==> src/rtl/ysyx_25040109_wbu.sv <==
// Write-back / commit stage.
// Holds one completed instruction, commits it to the register file when the
// IFU takes the next-PC redirect, counts retired instructions, and turns a bus
// error response into a sticky halt that only reset clears.
module ysyx_25040109_wbu #(
  parameter int CNT_W = 64,
  parameter int XLEN  = 32
) (
  input  logic             clock,
  input  logic             reset,
  input  logic             in_valid,
  output logic             in_ready,
  input  logic [XLEN-1:0]  in_pc,
  input  logic [XLEN-1:0]  in_dnpc,
  input  logic [4:0]       in_rd,
  input  logic             in_rd_wen,
  input  logic             in_is_load,
  input  logic [XLEN-1:0]  in_alu_result,
  input  logic [XLEN-1:0]  in_load_data,
  input  logic             in_resp_err,
  output logic             commit_valid,
  input  logic             commit_ready,
  output logic [XLEN-1:0]  commit_dnpc,
  output logic [XLEN-1:0]  commit_pc,
  output logic             rf_wen,
  output logic [4:0]       rf_waddr,
  output logic [XLEN-1:0]  rf_wdata,
  output logic [4:0]       busy_rd,
  output logic             busy_valid,
  output logic [CNT_W-1:0] retire_cnt,
  output logic             halt,
  output logic [XLEN-1:0]  halt_pc
);

  typedef enum logic [1:0] {
    S_EMPTY = 2'd0,
    S_FULL  = 2'd1,
    S_HALT  = 2'd2
  } state_t;

  state_t            r_state;
  logic [XLEN-1:0]   r_pc;
  logic [XLEN-1:0]   r_dnpc;
  logic [4:0]        r_rd;
  logic              r_wen;
  logic [XLEN-1:0]   r_data;
  logic              r_err;
  logic [CNT_W-1:0]  r_retire_cnt;
  logic              r_halt;
  logic [XLEN-1:0]   r_halt_pc;

  logic              w_full;
  logic              w_commit_valid;
  logic              w_commit_fire;
  logic              w_in_ready;
  logic              w_in_fire;
  logic              w_cap_wen;
  logic [XLEN-1:0]   w_cap_data;

  // Handshake and capture terms derived from the current state and held entry.
  always_comb begin
    w_full         = (r_state == S_FULL);
    w_commit_valid = w_full & ~r_err;
    w_commit_fire  = w_commit_valid & commit_ready;
    // A new result may only replace the held one in the cycle it commits.
    w_in_ready     = (r_state == S_EMPTY) | (w_full & w_commit_fire & ~r_err);
    w_in_fire      = in_valid & w_in_ready;
    // Writes to x0 are dropped at capture so rd=0 never raises a strobe.
    w_cap_wen      = in_rd_wen & (in_rd != 5'd0);
    w_cap_data     = in_is_load ? in_load_data : in_alu_result;
  end

  // Stage state machine: holds the entry, counts retirements, latches the halt.
  always_ff @(posedge clock or negedge reset) begin
    if (!reset) begin
      r_state      <= S_EMPTY;
      r_pc         <= '0;
      r_dnpc       <= '0;
      r_rd         <= 5'd0;
      r_wen        <= 1'b0;
      r_data       <= '0;
      r_err        <= 1'b0;
      r_retire_cnt <= '0;
      r_halt       <= 1'b0;
      r_halt_pc    <= '0;
    end else begin
      case (r_state)
        S_EMPTY: begin
          if (w_in_fire) begin
            r_state <= S_FULL;
            r_pc    <= in_pc;
            r_dnpc  <= in_dnpc;
            r_rd    <= in_rd;
            r_wen   <= w_cap_wen;
            r_data  <= w_cap_data;
            r_err   <= in_resp_err;
          end else begin
            r_state <= S_EMPTY;
          end
        end
        S_FULL: begin
          if (r_err) begin
            // Faulting instruction never retires; freeze with its PC.
            r_state   <= S_HALT;
            r_halt    <= 1'b1;
            r_halt_pc <= r_pc;
            r_wen     <= 1'b0;
          end else if (w_commit_fire) begin
            r_retire_cnt <= r_retire_cnt + {{(CNT_W-1){1'b0}}, 1'b1};
            if (w_in_fire) begin
              r_state <= S_FULL;
              r_pc    <= in_pc;
              r_dnpc  <= in_dnpc;
              r_rd    <= in_rd;
              r_wen   <= w_cap_wen;
              r_data  <= w_cap_data;
              r_err   <= in_resp_err;
            end else begin
              r_state <= S_EMPTY;
              r_wen   <= 1'b0;
            end
          end else begin
            r_state <= S_FULL;
          end
        end
        S_HALT: begin
          r_state <= S_HALT;
        end
        default: begin
          r_state <= S_EMPTY;
        end
      endcase
    end
  end

  // Output mapping from the held entry; PCs read as zero when nothing is held.
  always_comb begin
    in_ready     = w_in_ready;
    commit_valid = w_commit_valid;
    commit_pc    = w_full ? r_pc   : '0;
    commit_dnpc  = w_full ? r_dnpc : '0;
    rf_wen       = w_commit_fire & r_wen;
    rf_waddr     = r_rd;
    rf_wdata     = r_data;
    busy_valid   = w_full & r_wen;
    busy_rd      = (w_full & r_wen) ? r_rd : 5'd0;
    retire_cnt   = r_retire_cnt;
    halt         = r_halt;
    halt_pc      = r_halt_pc;
  end

endmodule

==> config.mk <==
export PLATFORM = sky130hd
export DESIGN_NAME = ysyx_25040109_wbu
export DESIGN_NICKNAME = d
export VERILOG_FILES = /design/src/rtl/ysyx_25040109_wbu.sv
export SDC_FILE = /design/constraint.sdc
export NUM_CORES = 1
export LEC_CHECK = 0
export ABC_AREA = 0
export ABC_CLOCK_PERIOD_IN_PS = 2060
export BUFFER_PORTS_ARGS = -buffer_cell sky130_fd_sc_hd__clkbuf_2
export CORE_MARGIN = 1
export CORE_UTILIZATION = 44
export DETAILED_ROUTE_END_ITERATION = 16
export PLACE_DENSITY = 0.81
export SLEW_MARGIN = 20
export SYNTH_ARGS = -nofsm -noshare
export SYNTH_HDL_FRONTEND = slang
export SYNTH_SLANG_ARGS = --single-unit
==> constraint.sdc <==
create_clock -name clock -period 2.06 [get_ports clock]
set_input_delay 0.412 -clock clock [delete_from_list [all_inputs] [get_ports clock]]
set_output_delay 0.412 -clock clock [all_outputs]
set_load 0.02 [all_outputs]
# == Word level (Yosys, flattened, before mapping) ==
# Cells that the tools add are included.
# classes
muxes,34
add_sub_neg,1
bitwise_logic,10
n_eq_ne,6
n_reduce_logical,8
# ops
operator,count
two-way mux 32 bit,12
case mux 32 bit (2 select lines),3
adder 64 x 1 -> 64 bit (second input constant),1
two-way mux 5 bit,4
case mux 5 bit (2 select lines),1
two-way mux 1 bit,9
AND reduction 3 bit,3
bitwise AND 1 bit,8
case mux 2 bit (3 select lines),1
nonzero test 5 bit,1
two-way mux 2 bit,2
inequality test 2 bit (second input constant),2
case mux 1 bit (2 select lines),2
AND reduction 2 bit,2
inequality test 3 x 2 -> 1 bit (second input constant),1
== test 2 x 1 -> 1 bit (second input constant),1
== test 2 bit (second input constant),1
logical NOT 2 bit,1
inequality test 2 x 1 -> 1 bit (second input constant),1
nonzero test 2 bit,1
NOT 1 bit,1
bitwise OR 1 bit,1
# word_totals
regBits,202

# == Depth between registers and ports, before layout ==
# logic_depth
ltp_word,11
ltp_mapped,7
mapped_depth_nobuf,6

# == Least setup slack after synthesis ==
# Ideal clock, no wire load.
# synth_timing
path_type,register to register
from,"register r_retire_cnt[12], in the netlist retire_cnt[12]"
to,"register r_retire_cnt[60], in the netlist retire_cnt[60]"
slack_ns,-0.101
path_buffers,1
period_less_slack_ns,2.161
arrival_time_ns,2.030
path_stages_with_launch,7
cell_sequence,dfrtp_1 nand4_2 or4_4 nor4b_4 buf_6 nand4b_1 xnor2_1
# synth_between
elab_chain_cells,1
# synth_lines
element,line,text
start: declaration,48,logic [CNT_W-1:0] r_retire_cnt;
start signal: assignment,109,"r_retire_cnt <= r_retire_cnt + {{(CNT_W-1){1'b0}}, 1'b1};"
adder 64 x 1 -> 64 bit,109,
# No other way between the ends.
# A chain may end at the register's enable or synchronous reset.

# == Worst setup path after layout ==
# layout_timing
from,register r_state[1]
to,output port commit_pc[7]
# layout_between
elab_chain_cells,2
# layout_lines
element,line,text
start: declaration,41,state_t r_state;
start signal: assignment,76,r_state <= S_EMPTY;
start signal: assignment,90,r_state <= S_FULL;
start signal: assignment,98,r_state <= S_EMPTY;
== test 2 x 1 -> 1 bit,62,w_full = (r_state == S_FULL);
two-way mux 32 bit,140,commit_pc = w_full ? r_pc : '0;
end: declaration,24,"output logic [XLEN-1:0] commit_pc,"
# No other way between the ends.

==> impl_metrics.ini <==
[run_status]
status = complete, but fails checks
violations = setup timing

[placement]
portBuffers = 346
placed_area_um2 = 11410
place_ws_ps = -93.25
gp_congestion = 0.8347
post-dp-hpwl_mm = 17.65

[cells_and_area]
fin_area_um2 = 13110
nets = 1279
drive_above_1_share_pct = 52.25
fin_util_pct = 66.50
area_delta_synth_final_pct = 46.68

[worst_setup_path]
path_max_fanout = 8
cp.arrival_ps = 1810
timing.rr.end = retire_cnt[62]
r2r_slack_ps = 40
crit_path_start_kind = flop
critPathCaptureType = output pin
required_ps = 1650
reg2reg_from = retire_cnt[12]
crit_type = flop to output pin
reg2reg_depth = 6

[clock_tree]
clock-sinks = 202
insertion_delay_ps = 490
cts-root-buf = clkbuf_16
cts_made_buffers = 22
cts_buffer_depth = 3
clk_pin_slew_worst_paths_ps = 60
htreeDepth = 1
cts_tree = built

[floorplan]
num_io_pins = 347
core_area_um2 = 19720
num_rows = 51
initial_utilization_pct = 45.34
die_area_um2 = 20890
die_w_um = 144.5
dieHeight_um = 144.5

[grt]
busiest_layer = met2
met3_usage_pct = 6.358
gr-total-overflow = 0
grt_usage_pct = 24.24
grt_antenna_before_repair = 1
grt_start_max_net_pins = 53
grt_pass1_wl_mm = 38.62
grt.met1_usage_pct = 27.69
grtUsageMet2_pct = 42.26
grt_pass1_vias = 7476

[sta]
fin_skew_ps = 10.76
final-max-slew-violation-count = 0
setup_viol = 72
fmax_mhz = 449.8
min_period_over_period_pct = 107.9
worst_pin_slew_ps = 493.9
rsz0062_at_grt = yes
hold_viol = 0
fin_ws_ps = -163.1
finalSetupTns_ps = -8300
fin_crit_ps = 2223
relSlewSlack_pct = 67.08

[yosys]
avgSynthCellArea_um2 = 12.06
ys_warn_count = 0
synth_seq_area_share_pct = 56.54
async_reset_ff_share_pct = 100.0
synth-edff-count = 0
synthTopCellsByArea = dfrtp_1 57%, mux2_2 13%, and2_1 4.8%, mux2i_1 3.6%, xnor2_1 3.4%
synth.top_cells.by_count = 202 x dfrtp_1, 101 x mux2_2, 69 x and2_1, 51 x nor2_1, 35 x xnor2_1
synth_cell_types = 36
synthCells = 741
ys_ff_latch = 202
syn_nets = 882
synth.top_cell.area_share_pct = 56.54
ys.flop_type = dfrtp_1
synth_top_area_cell = dfrtp_1
mappedNetlistArea_um2 = 8940
synth.most_common_cell = dfrtp_1

[min_path]
hold_path_class = input port to flop
hold_depth = 3
min_delay_worst_endpoint = r_err
min_from = in_resp_err

[route]
drt_wl_total_mm = 26.77
drt-initial-drc-count = 256
post-route-drc-count = 0
post_drt_wl_per_cell_um = 18.85
drt-pass1-iter-count = 5
route.antenna.remaining_nets = 0
routed_via_density = 5.113
vias = 7260

[power]
p_per_area_nw_per_um2 = 1414
p_int_w = 0.01187
p_leak_nw = 6.510
comb_power_share_pct = 43.6
seqPwrFrac_pct = 34.1
switchingPower_w = 0.006674
power.total_w = 0.01854
switching_share_pct = 36.00
vdd_drop_max_mv = 1.342
clkPwrFrac_pct = 22.3

[run]
cap_viol_max_count = 0
[power groups by stage]
stage	Clock [W]	Combinational [W]	Sequential, W
floorplan	0	0.00326	0.00692
global placement	0	0.00639	0.00617
detailed placement	0	0.00653	0.00628
CTS	0.00420	0.00754	0.00624
global route	0.00434	0.00857	0.00648
finish	0.00414	0.00808	0.00632
[cells by family (layout without fill, tap and decap cells)]
logic type | after synthesis | in the layout | synth area share (%)
and+or+nand+nor | 259 | 259 | 16.52
DFF | 202 | 202 | 56.54
muxes | 133 | 133 | 16.31
xor gates and xnor gates | 63 | 63 | 6.172
buffers and inverters | 42 | 455 | 1.931
AOI/OAI and AO/OA | 41 | 41 | 2.393
adders and majority gates | 1 | 1 | 0.1399
other | 0 | 1 | 0
[registers in the layout, indices dropped and copies added, names as in the netlist]
signal	count
retire_cnt	64
rf_wdata	32
r_wen	1
r_state	2
rf_waddr	5
halt	1
r_pc	32
r_err	1
r_dnpc	32
halt_pc	32
[worst max-delay path: stages (launching register included)]
cell	delay, ps
dfrtp_1	390
buf_6	140
nor2b_4	180
buf_8	170
clkbuf_16	160
and2_4	160
buf_8	110
[layout make-up]
cell class	count	area [um^2]
clock buffers	33	683.2
well taps	265	331.6
multi-input cells	497	3885
clock inverters	7	91.34
fillers	1367	6605
diodes	1	2.502
inverters	7	26.28
repair buffers	408	3029
flip-flops and latches	202	5064
[through the flow]
stage | hold slack (ps) | cells
finish | 126.5 | 1420
global placement | 418.4 | 1364
CTS | 109.6 | 1413
global route | 104.2 | 1420
floorplan | 116.4 | 741
detailed placement | 419.0 | 1364
[layout by cell type, fill, tap and decap left out, types with 4 or more instances in the layout]
cell type | Yosys | routed
mux2i_1 | 32 | 32
buf_8 | 0 | 31
a21oi_1 | 33 | 32
buf_12 | 0 | 13
dfrtp_1 | 202 | 195
nor4_1 | 6 | 4
mux2_2 | 101 | 101
xor2_1 | 28 | 28
buf_6 | 1 | 7
clkbuf_8 | 0 | 35
inv_1 | 7 | 7
buf_4 | 0 | 37
clkbuf_16 | 0 | 25
and4_1 | 5 | 5
clkbuf_2 | 0 | 283
and2_1 | 69 | 39
nand3_1 | 25 | 23
nand2_1 | 33 | 33
clkbuf_4 | 0 | 4
xnor2_1 | 35 | 35
nand2b_1 | 6 | 6
and2_4 | 0 | 30
nand4_1 | 18 | 18
nor2_1 | 51 | 50
and3_1 | 15 | 15
o21ai_0 | 5 | 4
nor3_1 | 12 | 10
dfrtp_2 | 0 | 7
[repair_timing]
item                                    in CTS  in global routing
endpoints found under the setup margin      77                107
pin swaps                                    0                 21
endpoints found under the hold margin       45                  0
setup buffers                                6                  4
hold buffers                                 1                  0
gates resized for setup                    128                 75
cloned                                       2                  2
[worst max path at each step]
stage / to / from
finish: commit_pc[7] / r_state[1]
floorplan: retire_cnt[60] / retire_cnt[12]
detailed placement: retire_cnt[63] / commit_ready
global placement: retire_cnt[54] / commit_ready
global route: commit_pc[7] / r_state[0]
CTS: commit_dnpc[0] / r_state[1]
[metal layers]
metal | wire, um | share of wire [%]
met1 | 9998 | 37
met2 | 13510 | 50
met3 | 2061 | 7.7
met4 | 1199 | 4.5
met5 | 0 | 0
No activity file was read; power rests on OpenSTA's default activity.
